[src/rtl/servo_pkg.sv]
// Shared definitions for the servo PWM feedback decoder.
//   CNT_W_DEF    default width of the high/period counters
//   angle field positions of the readback word
//   FSM state encoding of the period measurement controller
package servo_pkg;

   localparam int CNT_W_DEF   = 20;

   localparam int ANGLE_W     = 32;
   localparam int DUTY_LSB    = 0;
   localparam int DUTY_MSB    = 15;
   localparam int VALID_BIT   = 16;
   localparam int TIMEOUT_BIT = 17;
   localparam int DUTY_W      = DUTY_MSB - DUTY_LSB + 1;

   // Deglitch counter width; holds FILTER_LEN-1 for FILTER_LEN up to 15.
   localparam int FILT_CNT_W  = 4;

   typedef enum logic {
      ST_ARM  = 1'b0,
      ST_MEAS = 1'b1
   } fb_state_t;

endpackage

[src/rtl/servo_fb_divider.sv]
// Unsigned restoring divider producing a 16-bit quotient.
// Fixed latency: load cycle, 16 iteration cycles, one result cycle
// during which done is high and quotient is valid.
//   clock_clk  in   system clock
//   reset_low  in   asynchronous reset, active low (aborts a divide)
//   start      in   accepted only while not busy
//   dividend   in   CNT_W+16 bits; upper CNT_W bits must be < divisor
//                   for an exact quotient, otherwise quotient clamps to all-ones
//   divisor    in   CNT_W bits
//   busy       out  high from load until the result cycle inclusive
//   done       out  one-cycle result strobe
//   quotient   out  16-bit result, valid while done is high
module servo_fb_divider
   import servo_pkg::*;
#(
   parameter int CNT_W = CNT_W_DEF
) (
   input  logic                    clock_clk,
   input  logic                    reset_low,
   input  logic                    start,
   input  logic [CNT_W+DUTY_W-1:0] dividend,
   input  logic [CNT_W-1:0]        divisor,
   output logic                    busy,
   output logic                    done,
   output logic [DUTY_W-1:0]       quotient
);

   localparam logic [4:0] ITER_LAST = 5'(DUTY_W);

   logic [CNT_W-1:0]  rem;
   logic [DUTY_W-1:0] low_bits;   // dividend bits still to be shifted in, MSB first
   logic [CNT_W-1:0]  dvs;
   logic [DUTY_W-1:0] quo;
   logic [4:0]        iter;
   logic              clamp;

   logic [CNT_W:0]    rem_sh;
   logic              take;
   logic [CNT_W-1:0]  rem_sub;

   // The partial remainder stays below the divisor, so after the shift it
   // needs one extra bit; the difference always fits back into CNT_W bits.
   always_comb begin
      rem_sh  = {rem, low_bits[DUTY_W-1]};
      take    = (rem_sh >= {1'b0, dvs});
      rem_sub = rem_sh[CNT_W-1:0] - dvs;
   end

   always_ff @(posedge clock_clk or negedge reset_low) begin
      if (!reset_low) begin
         busy     <= 1'b0;
         iter     <= '0;
         rem      <= '0;
         low_bits <= '0;
         dvs      <= '0;
         quo      <= '0;
         clamp    <= 1'b0;
      end else if (!busy) begin
         if (start) begin
            busy     <= 1'b1;
            iter     <= '0;
            rem      <= dividend[CNT_W+DUTY_W-1:DUTY_W];
            low_bits <= dividend[DUTY_W-1:0];
            dvs      <= divisor;
            quo      <= '0;
            // Quotient would not fit in 16 bits (ratio >= 1 or zero divisor).
            clamp    <= (dividend[CNT_W+DUTY_W-1:DUTY_W] >= divisor);
         end
      end else if (iter != ITER_LAST) begin
         rem      <= take ? rem_sub : rem_sh[CNT_W-1:0];
         low_bits <= {low_bits[DUTY_W-2:0], 1'b0};
         quo      <= {quo[DUTY_W-2:0], take};
         iter     <= iter + 1'b1;
      end else begin
         busy     <= 1'b0;
      end
   end

   assign done     = busy && (iter == ITER_LAST);
   assign quotient = clamp ? '1 : quo;

endmodule

[src/rtl/servo_feedback_decoder.sv]
// Decodes the servo's PWM position-feedback line into a duty-cycle angle word.
// The input is synchronised, deglitched, and its filtered high time and
// period are measured in clock cycles; duty = high/period as unsigned Q0.16.
//   clock_clk      in   system clock
//   reset_low      in   asynchronous reset, active low
//   pwm_response   in   raw feedback PWM, asynchronous to clock_clk
//   angle          out  [15:0] duty Q0.16, [16] valid, [17] timeout, [31:18] 0
//   sample_strobe  out  one-cycle pulse when the duty field is updated
module servo_feedback_decoder
   import servo_pkg::*;
#(
   parameter int CNT_W          = CNT_W_DEF,
   parameter int FILTER_LEN     = 4,
   parameter int MIN_PERIOD     = 100,
   parameter int TIMEOUT_CYCLES = 200000
) (
   input  logic               clock_clk,
   input  logic               reset_low,
   input  logic               pwm_response,
   output logic [ANGLE_W-1:0] angle,
   output logic               sample_strobe
);

   localparam logic [FILT_CNT_W-1:0] FILT_LAST = FILT_CNT_W'(FILTER_LEN - 1);
   localparam logic [CNT_W-1:0]      MIN_P     = CNT_W'(MIN_PERIOD);
   localparam logic [CNT_W-1:0]      TO_LIMIT  = CNT_W'(TIMEOUT_CYCLES);

   function automatic logic [CNT_W-1:0] sat_inc(input logic [CNT_W-1:0] v);
      return (v == '1) ? v : v + 1'b1;
   endfunction

   logic                  sync_p0, sync_p1;
   logic                  filt;
   logic [FILT_CNT_W-1:0] fcnt;
   logic                  differ, toggle, rise_evt, fall_evt;

   fb_state_t             state, state_nxt;
   logic [CNT_W-1:0]      period_cnt, high_cnt;
   logic                  fall_seen;
   logic                  timeout_hit;
   logic                  cnt_start, cnt_run, fall_latch, meas_ok, to_fire;

   logic                  meas_vld_p0, load_meas;
   logic [CNT_W-1:0]      high_p0, period_p0;

   logic                  div_busy, div_done;
   logic [DUTY_W-1:0]     div_q;

   logic [DUTY_W-1:0]     duty;
   logic                  valid_flag, timeout_flag;

   // ---- stage: synchroniser and deglitch filter ----
   // The filter counts consecutive samples that disagree with the filtered
   // level; rise/fall events fire on the same edge the level flips, so the
   // measurement logic sees them without an extra register stage.
   assign differ   = (sync_p1 != filt);
   assign toggle   = differ && (fcnt == FILT_LAST);
   assign rise_evt = toggle &&  sync_p1;
   assign fall_evt = toggle && !sync_p1;

   always_ff @(posedge clock_clk or negedge reset_low) begin
      if (!reset_low) begin
         sync_p0 <= 1'b0;
         sync_p1 <= 1'b0;
         filt    <= 1'b0;
         fcnt    <= '0;
      end else begin
         sync_p0 <= pwm_response;
         sync_p1 <= sync_p0;
         if (!differ) begin
            fcnt <= '0;
         end else if (toggle) begin
            filt <= sync_p1;
            fcnt <= '0;
         end else begin
            fcnt <= fcnt + 1'b1;
         end
      end
   end

   // ---- stage: measurement FSM and counters ----
   assign timeout_hit = (state == ST_MEAS) && (period_cnt >= TO_LIMIT);

   always_ff @(posedge clock_clk or negedge reset_low) begin
      if (!reset_low) begin
         state <= ST_ARM;
      end else begin
         state <= state_nxt;
      end
   end

   always_comb begin
      state_nxt = state;
      case (state)
         ST_ARM:  if (rise_evt)    state_nxt = ST_MEAS;
         ST_MEAS: if (timeout_hit) state_nxt = ST_ARM;
         default:                  state_nxt = ST_ARM;
      endcase
   end

   // Timeout wins over a coincident edge. A rise always restarts the period
   // count; it only yields a measurement if the period was long enough and
   // a fall was seen inside it.
   always_comb begin
      cnt_start  = 1'b0;
      cnt_run    = 1'b0;
      fall_latch = 1'b0;
      meas_ok    = 1'b0;
      to_fire    = 1'b0;
      case (state)
         ST_ARM: begin
            cnt_start = rise_evt;
         end
         ST_MEAS: begin
            if (timeout_hit) begin
               to_fire = 1'b1;
            end else if (rise_evt) begin
               cnt_start = 1'b1;
               meas_ok   = fall_seen && (period_cnt >= MIN_P);
            end else begin
               cnt_run    = 1'b1;
               fall_latch = fall_evt;
            end
         end
         default: ;
      endcase
   end

   always_ff @(posedge clock_clk or negedge reset_low) begin
      if (!reset_low) begin
         period_cnt <= '0;
         high_cnt   <= '0;
         fall_seen  <= 1'b0;
      end else if (cnt_start) begin
         period_cnt <= {{(CNT_W-1){1'b0}}, 1'b1};
         fall_seen  <= 1'b0;
      end else if (cnt_run) begin
         period_cnt <= sat_inc(period_cnt);
         if (fall_latch) begin
            high_cnt  <= period_cnt;
            fall_seen <= 1'b1;
         end
      end else if (to_fire) begin
         period_cnt <= '0;
         fall_seen  <= 1'b0;
      end
   end

   // ---- stage: measurement latch / divider start ----
   // A measurement arriving while a divide is pending or running is dropped.
   assign load_meas = meas_ok && !div_busy && !meas_vld_p0;

   always_ff @(posedge clock_clk or negedge reset_low) begin
      if (!reset_low) begin
         meas_vld_p0 <= 1'b0;
      end else begin
         meas_vld_p0 <= load_meas;
      end
   end

   always_ff @(posedge clock_clk) begin
      if (load_meas) begin
         high_p0   <= high_cnt;
         period_p0 <= period_cnt;
      end
   end

   servo_fb_divider #(
      .CNT_W (CNT_W)
   ) u_divider (
      .clock_clk (clock_clk),
      .reset_low (reset_low),
      .start     (meas_vld_p0),
      .dividend  ({high_p0, {DUTY_W{1'b0}}}),
      .divisor   (period_p0),
      .busy      (div_busy),
      .done      (div_done),
      .quotient  (div_q)
   );

   // ---- stage: angle register ----
   // Timeout is applied after the result update so it wins if both coincide.
   always_ff @(posedge clock_clk or negedge reset_low) begin
      if (!reset_low) begin
         duty          <= '0;
         valid_flag    <= 1'b0;
         timeout_flag  <= 1'b0;
         sample_strobe <= 1'b0;
      end else begin
         sample_strobe <= div_done;
         if (div_done) begin
            duty         <= div_q;
            valid_flag   <= 1'b1;
            timeout_flag <= 1'b0;
         end
         if (to_fire) begin
            valid_flag   <= 1'b0;
            timeout_flag <= 1'b1;
         end
      end
   end

   always_comb begin
      angle                    = '0;
      angle[DUTY_MSB:DUTY_LSB] = duty;
      angle[VALID_BIT]         = valid_flag;
      angle[TIMEOUT_BIT]       = timeout_flag;
   end

endmodule

[config.mk]
export PLATFORM = sky130hd
export DESIGN_NAME = servo_feedback_decoder
export DESIGN_NICKNAME = d
export VERILOG_FILES = /design/src/rtl/servo_pkg.sv /design/src/rtl/servo_fb_divider.sv /design/src/rtl/servo_feedback_decoder.sv
export SDC_FILE = /design/constraint.sdc
export NUM_CORES = 1
export LEC_CHECK = 0
export ABC_CLOCK_PERIOD_IN_PS = 6600
export CAP_MARGIN = 15
export CORE_MARGIN = 2
export CORE_UTILIZATION = 30
export DETAILED_ROUTE_END_ITERATION = 10
export SLEW_MARGIN = 20
export SYNTH_ARGS = -nofsm -noshare
export SYNTH_HDL_FRONTEND = slang
export SYNTH_HIERARCHICAL = 1
export SYNTH_SLANG_ARGS = --single-unit
export TNS_END_PERCENT = 10
[constraint.sdc]
create_clock -name clock_clk -period 6.6 [get_ports clock_clk]
set_clock_uncertainty 0.2 [all_clocks]
set_input_delay 1.98 -clock clock_clk [delete_from_list [all_inputs] [get_ports clock_clk]]
set_output_delay 1.98 -clock clock_clk [all_outputs]
set_load 0.02 [all_outputs]
**Word level (Yosys, flattened, before mapping)**

Index checks and enable logic that the tools add are counted.

- Output and inout bits: 33
- Logic and storage cells: 107
- Flip-flop bits (word level): 188
- Input port bits: 3

- Bitwise logic cells: 3
- Reduce and logical (&&, ||, !) cells: 20
- $add $sub $neg: 4
- Mux-type cells: 46
- Order comparisons: 4
- Equality and inequality tests: 8

Operators with widths:

| cell | count |
|---|---|
| $mux 20 | 8 |
| $mux 16 | 6 |
| $mux 1 | 25 |
| $ge 21x20->1 | 1 |
| $add 20x1->20 const B | 1 |
| $eq 20x20->1 const B | 1 |
| $ge 20x18->1 const B | 1 |
| $ge 20x20->1 | 1 |
| $ge 20x7->1 const B | 1 |
| $sub 20x20->20 | 1 |
| $mux 5 | 3 |
| $reduce_and 2->1 | 5 |
| $logic_and 1x1->1 | 8 |
| $mux 4 | 2 |
| $add 5x1->5 const B | 1 |
| $eq 5x5->1 const B | 1 |
| $ne 5x5->1 const B | 1 |
| $add 4x1->4 const B | 1 |
| $eq 4x2->1 const B | 1 |
| $pmux 1 s2 | 2 |
| $reduce_bool 2->1 | 2 |
| $logic_not 1->1 | 3 |
| $ne 3x2->1 const B | 1 |
| $ne 3x3->1 const B | 1 |
| other kinds (5) | 7 |

**Logic depth before layout (Yosys ltp)**

Gate-level depths: netlist of run 1.

- Word-level depth: 9
- Gate-level depth with buffers: 12
- Mapped depth without buffers: 11

**By module**

The synthesis of run 1 kept the hierarchy.

Modules (own cells, without submodules):

| module | times used | area each (um^2) | cells each | seq. area each (um^2) |
|---|---|---|---|---|
| servo_fb_divider | 1 | 5156.2 | 605 | 1976.9 |
| servo_feedback_decoder | 1 | 4335.4 | 289 | 2927.8 |

**Worst setup path before layout of run 1**

OpenSTA, ideal clock, no wires.

- Kind: register to register
- Start: register fcnt[0]
- End: register high_p0[0] (enable)
- Clock period less this slack: 4942 ps
- Required time: 5903 ps
- Slack: 1658 ps
- Library setup time: 497 ps
- Buffers on the path: 0
- Stages on the path, launching flop included: 6
- Arrival: 4245 ps
- Cells stage by stage: dfrtp_1 > ha_1 > nor3b_4 > and2_0 > nand4_1 > nor3b_1

- Word-level cells in the longest chain between the ends: 8

RTL lines:

| item | line | RTL |
|---|---|---|
| start, declared | servo_feedback_decoder.sv:34 | `logic [FILT_CNT_W-1:0] fcnt;` |
| start signal, assigned | servo_feedback_decoder.sv:76 | `fcnt <= fcnt + 1'b1;` |
| $eq 4x2->1 | servo_feedback_decoder.sv:57 | `assign toggle = differ && (fcnt == FILT_LAST);` |
| $logic_and 1x1->1 | servo_feedback_decoder.sv:57 |  |
| $logic_and 1x1->1 | servo_feedback_decoder.sv:58 | `assign rise_evt = toggle && sync_p1;` |
| $mux 1 | servo_feedback_decoder.sv:117 | `end else if (rise_evt) begin` |
| $mux 1 | servo_feedback_decoder.sv:115 | `if (timeout_hit) begin` |
| $mux 1 | servo_feedback_decoder.sv:110 | `case (state)` |
| $logic_and 1x1->1 (2 in series) | servo_feedback_decoder.sv:151 | `assign load_meas = meas_ok && !div_busy && !meas_vld_p0;` |
| via load_meas | servo_feedback_decoder.sv:43 | `logic meas_vld_p0, load_meas;` |
| end signal, assigned | servo_feedback_decoder.sv:163 | `high_p0 <= high_cnt;` |
| end, declared | servo_feedback_decoder.sv:44 | `logic [CNT_W-1:0] high_p0, period_p0;` |

The timed path passes the listed nets, and every way through them passes these cells.
A chain may end at the register's enable or synchronous reset.

**Worst setup path in the final report of run 1**

- Start: register duty[7]
- End: output port angle[7]

RTL lines:

| item | line | RTL |
|---|---|---|
| start, declared | servo_feedback_decoder.sv:49 | `logic [DUTY_W-1:0] duty;` |
| start signal, assigned | servo_feedback_decoder.sv:192 | `duty <= div_q;` |
| end, declared | servo_feedback_decoder.sv:20 | `output logic [ANGLE_W-1:0] angle,` |

No word-level cell between the ends.

==> reports/results.ini, run 1 <==
[place]
place.gp.congestion = 0.889
dp_hpwl_um = 13900
pre_cts_ws_ns = 3.27
port_buffers = 21
dp.cells = 1299

[logic_synthesis]
synthAdderAreaFrac = 0.0614
synth.area.mux_share = 0.0633
ys_seq_area_frac = 0.517
synth_edf_count = 40
ys.flop_type = dfrtp_1
synthXorXnorAreaFrac = 0.0258
synth_top_family_by_area = simple AND/OR/NAND/NOR gates
yosys_warnings = 6
async_flop_share = 0.787
synth_area_leaders = dfrtp_1, edfxtp_1, ha_1
synth_top_area_frac = 0.390
synthCells = 894
synth_compound_area_frac = 0.134
syn-cell-area_sq_mm = 0.00949
synth-simple-area-share = 0.145
synth_top_area_cell = dfrtp_1
synth_seq_cells = 188
avgSynthCellArea_sq_um = 10.6
ys_types = 71

[power]
p_leak_nw = 5.01
power.total_mw = 2.45
vdd_drop_max_mv = 0.176
cellPowerDensity_mw_per_mm2 = 230

[detailed_routing]
post_drt_wl_per_cell_um = 15.2
post-route-drc-count = 0
wl_met2_um = 9150
antenna_left = 0
wl_met1_um = 10000
route.met3.wl_um = 718
viasPerCell = 4.91
top_layer = met4
drt_first_iter_violations = 591
wl_um = 20200
vias = 6529
drt-pass1-iter-count = 5

[clocking]
cts_resized = 0
clk_latency_ns = 0.44
cts_tree = done
cts.reportedPaths.clkPinSlew_ns = 0.07
cts.sinks = 188
cts-root-buf = clkbuf_16
post-cts-setup-buffers = 0
cts_hold_buffers = 0
clockBufferDepth = 2
h-tree-depth = 4
cts_made_buffers = 17

[global_routing]
grt_use_total = 0.126
gr-total-overflow = 0
grt_pass1_wl_um = 33800
antenna_found_initial = 0
grt_max_degree = 65
grt_pass1_vias = 6254

[setup_path]
cpLargestDelayFamily = buffers and inverters
crit_path_end_kind = primary output
crit_slowest_cell = clkdlybuf4s50_1
crit_path_max_incr_delay_ns = 0.61
worstSetupPathType = flop to primary output
worstPathArrival_ns = 1.41
crit_chain = clkdlybuf4s50_1
cp_max_fo = 2
cp.required_ns = 4.42
critPathLaunchType = flop
worst-path-buf-inv = 1

[floorplanning]
initial_core_util = 0.302
dieHeight_um = 182
pin_count = 36
die_w_um = 182
die-area_sq_mm = 0.0331
core.rowCount = 65
coreArea_sq_mm = 0.0314

[timing]
setup_viol = 0
maxSlewViolCount = 0
rsz0062_at_grt = false
period_needed_ns = 3.59
setup_tns_ns = 0
finalCritPeriodShare = 0.544
fmax_ghz = 0.279
slew_headroom = 0.321
worstMarginPinSlew_ns = 1.01
hold_viol = 0
final.setup.worst_slack_ns = 3.01

[final_layout]
fin_nets = 965
mostFrequentLayoutCell = dfrtp_1
drive_above_1_share = 0.123
finalNonFillerCells = 1331
area_growth_pct = 12.3
num_antenna_cells = 0
final_cell_mix = dfrtp_1, nand2_1, nor2_1, o21ai_0, inv_1

[status]
status = finished, final reports clean

[min_path]
hold_class = flop to flop

[run]
drv_cap = 0

## layout make-up
type,count,area [sq um]
fillers,3134,20700
flip-flops and latches,188,4900
multi-input cells,626,4200
well taps,402,503
clock buffers,17,425
repair buffers,30,279
inverters,53,199
clock inverters,15,146
## kinds of logic after synthesis
kind of cell,after synthesis
multiplexers,49
flip-flops,188
other,1
adder cells (fa/ha/maj),46
AO/OA/AOI/OAI,194
buffers and inverters,109
XOR/XNOR,28
AND/OR/NAND/NOR,279
## metal layers
| layer | up-vias | track usage |
|---|---|---|
| li1 | 3160 | - |
| met1 | 3212 | 0.180 |
| met2 | 135 | 0.194 |
| met3 | 22 | 0.0241 |
| met4 | 0 | 0.0390 |
| met5 | - | 0 |
## path summary, 6_finish.rpt
kind | startpoint | to | slack (ns) | cells after the start
min | sync_p0 | sync_p1 | 0.15 | 0
max in group asynchronous | reset_low | u_divider/rem[17] | 3.80 | 2
max | duty[7] | angle[7] | 3.01 | 1
min in group asynchronous | reset_low | sample_strobe | 1.28 | 1
max reg2reg | u_divider/rem[11] | u_divider/rem[2] | 3.49 | 9
min reg2reg | sync_p0 | sync_p1 | 0.15 | 0
## report_power, final
| part | internal (mW) | switching, mW | total (mW) |
|---|---|---|---|
| Clock | 0.505 | 0.492 | 0.997 |
| Sequential | 1.23 | 0.0686 | 1.30 |
| Combinational | 0.0606 | 0.0959 | 0.157 |
## cells in the mapped netlist (all sizes together), types with 23 or more instances
master / number
nand2: 92
mux2: 37
dfrtp: 148
a21oi: 25
inv: 53
o21ai: 69
nand3: 23
buf: 29
clkbuf: 27
edfxtp: 40
nor2: 70
ha: 45
## sequential cells by signal, indices dropped and copies added, names as in the netlist, 4 cells and up
name                cells
duty                   16
fcnt                    4
high_cnt               20
high_p0                20
period_cnt             20
period_p0              20
u_divider/dvs          20
u_divider/iter          5
u_divider/low_bits     16
u_divider/quo          16
u_divider/rem          20
## stage by stage
step | util | cell area [sq um] | hold slack [ns]
after floorplan | - | 9600 | 0.131
after global placement | 0.321 | 10100 | 0.140
after detailed placement | 0.321 | 10100 | 0.136
after CTS | 0.339 | 10700 | 0.154
after global routing | 0.339 | 10700 | 0.158
final | 0.339 | 10700 | 0.152
(Power assumes the default switching activity.)
==> run 2, diff against run 1 <==
ABC_CLOCK_PERIOD_IN_PS = 3000   (was 6600)
clock period = 3 ns   (was 6.6 ns; I/O delays follow)
==> run 2 against run 1 <==
Core utilization is 0.67 points higher; first-iteration DRC count down 7.3%; worst setup slack lost 2.9 ns; sequential share of layout area decreased by 0.90 points; global-route usage down 0.41 points; critical path type is now flop to flop; clock power rose by 130%; sequential cell count is the same; highest routed layer unchanged; power increased by 120%; combinational power is 130% higher; critical path depth up 10.
==> reports/results.ini, run 2 (synthesis results as in run 1) <==
[status]
status = finished, final reports clean

[global_routing]
grt_max_degree = 71
antenna_found_initial = 0
grt_pass1_vias = 6362
grt_use_total = 0.122
gr-total-overflow = 0
grt_pass1_wl_um = 32800

[power]
power.total_mw = 5.49
switchingPower_mw = 1.50
cellPowerDensity_mw_per_mm2 = 505
p_leak_nw = 5.11
vdd_drop_max_mv = 0.356
intPower_mw = 3.99
p_seq_frac = 0.519
power_frac_clock = 0.416
swShare = 0.274
p_comb_frac = 0.065

[place]
place.gp.congestion = 0.851
dp_hpwl_um = 13600
dp.cells = 1310
port_buffers = 21
dpl_cell_area_sq_mm = 0.0102
pre_cts_ws_ns = 0.101

[clocking]
cts_tree = done
clockBufferDepth = 2
cts-root-buf = clkbuf_16
cts.reportedPaths.clkPinSlew_ns = 0.09
cts.sinks = 188
cts_made_buffers = 17
h-tree-depth = 4
cts_hold_buffers = 0
clk_latency_ns = 0.44

[final_layout]
finalNonFillerCells = 1343
area_growth_pct = 14.5
final_util = 0.346
fin_nets = 977
final_cell_mix = dfrtp_1, nand2_1, nor2_1, o21ai_0, inv_1
drive_above_1_share = 0.138
nFillCells = 3144
final_area_sq_mm = 0.0109
mostFrequentLayoutCell = dfrtp_1
num_antenna_cells = 0

[run]
drv_cap = 0

[min_path]
hold_class = input port to async pin

[timing]
setup_tns_ns = 0
whs_ns = 0.0754
period_needed_ns = 2.86
hold_viol = 0
rsz0062_at_grt = false
worstMarginPinSlew_ns = 0.635
slew_headroom = 0.577
finalCritPeriodShare = 0.955
fmax_ghz = 0.349
final.setup.worst_slack_ns = 0.136
maxSlewViolCount = 0
setup_viol = 0

[setup_path]
worstSetupPathType = flop to flop
worstPathArrival_ns = 2.97
critPathLaunchType = flop
cp_max_fo = 5
cp.required_ns = 3.10
crit_path_end_kind = flop

[floorplanning]
dieHeight_um = 182
die-area_sq_mm = 0.0331
core.rowCount = 65
coreArea_sq_mm = 0.0314
die_w_um = 182
pin_count = 36
initial_core_util = 0.302

[detailed_routing]
drt-pass1-iter-count = 5
post-route-drc-count = 0
antenna_left = 0
vias = 6511
post_drt_wl_per_cell_um = 14.6
wl_um = 19600
drt_first_iter_violations = 548
viasPerCell = 4.85

==> run 2: cell count changes in the layout (fill, tap and decap cells not counted), moves of 2 or more <==
cell	before	now
buf_12	0	4
inv_12	0	2
buf_4	9	17
inv_8	5	3
clkinv_8	1	5
inv_6	5	3
==> run 2: routing by layer <==
metal	vias to the layer above	routed length, um	global-route usage
met5	-	0	0
met4	0	350	0.0406
met3	22	609	0.0197
met2	114	9100	0.196
met1	3187	9560	0.169
li1	3188	-	-
==> run 2: what timing repair did <==
action	4_1_cts	5_1_grt
resized for setup	0	4
endpoints found under the setup margin	0	4
buffers inserted	0	1
==> run 2: cell type report <==
class	count	area, sq um	share of cell area
inverters	53	199	0.0183
multi-input cells	626	4230	0.389
clock buffers	17	425	0.0391
repair buffers	42	419	0.0386
clock inverters	15	189	0.0174
well taps	402	503	0.0463
flip-flops and latches	188	4900	0.451
==> run 2: power groups by stage <==
stage          Clock (mW)  Sequential (mW)  Combinational, mW
2_1_floorplan           0             2.84              0.286
3_3_place_gp            0             2.90              0.350
3_5_place_dp            0             2.90              0.360
4_1_cts              2.36             2.85              0.363
5_1_grt              2.45             2.86              0.406
6_report             2.29             2.85              0.355
==> run 2: worst max-delay path, cell delays in order, from the launching register on <==
cell and delay, ns:
dfrtp_1 0.40, inv_1 0.06, ha_1 0.16, inv_1 0.06
fa_2 0.37, a211oi_2 0.25, o21ai_2 0.11, o311a_4 0.39
o21a_1 0.18, or3_1 0.31, a31oi_1 0.17, o21ai_1 0.07
==> run 2: final timing paths <==
path	slack (ns)	cells after the start	endpoint	start
max reg2reg	0.14	11	u_divider/rem[10]	u_divider/low_bits[15]
max in group asynchronous	1.89	2	high_cnt[11]	reset_low
min in group clock_clk	0.15	0	sync_p1	sync_p0
max	0.14	11	u_divider/rem[10]	u_divider/low_bits[15]
min reg2reg	0.15	0	sync_p1	sync_p0
min	0.08	1	duty[3]	reset_low
==> run 3, diff against run 2 <==
HOLD_SLACK_MARGIN = 0.03   (was unset)
==> results of run 3 <==
Final layout, timing and power as in run 2 (identical DEF).
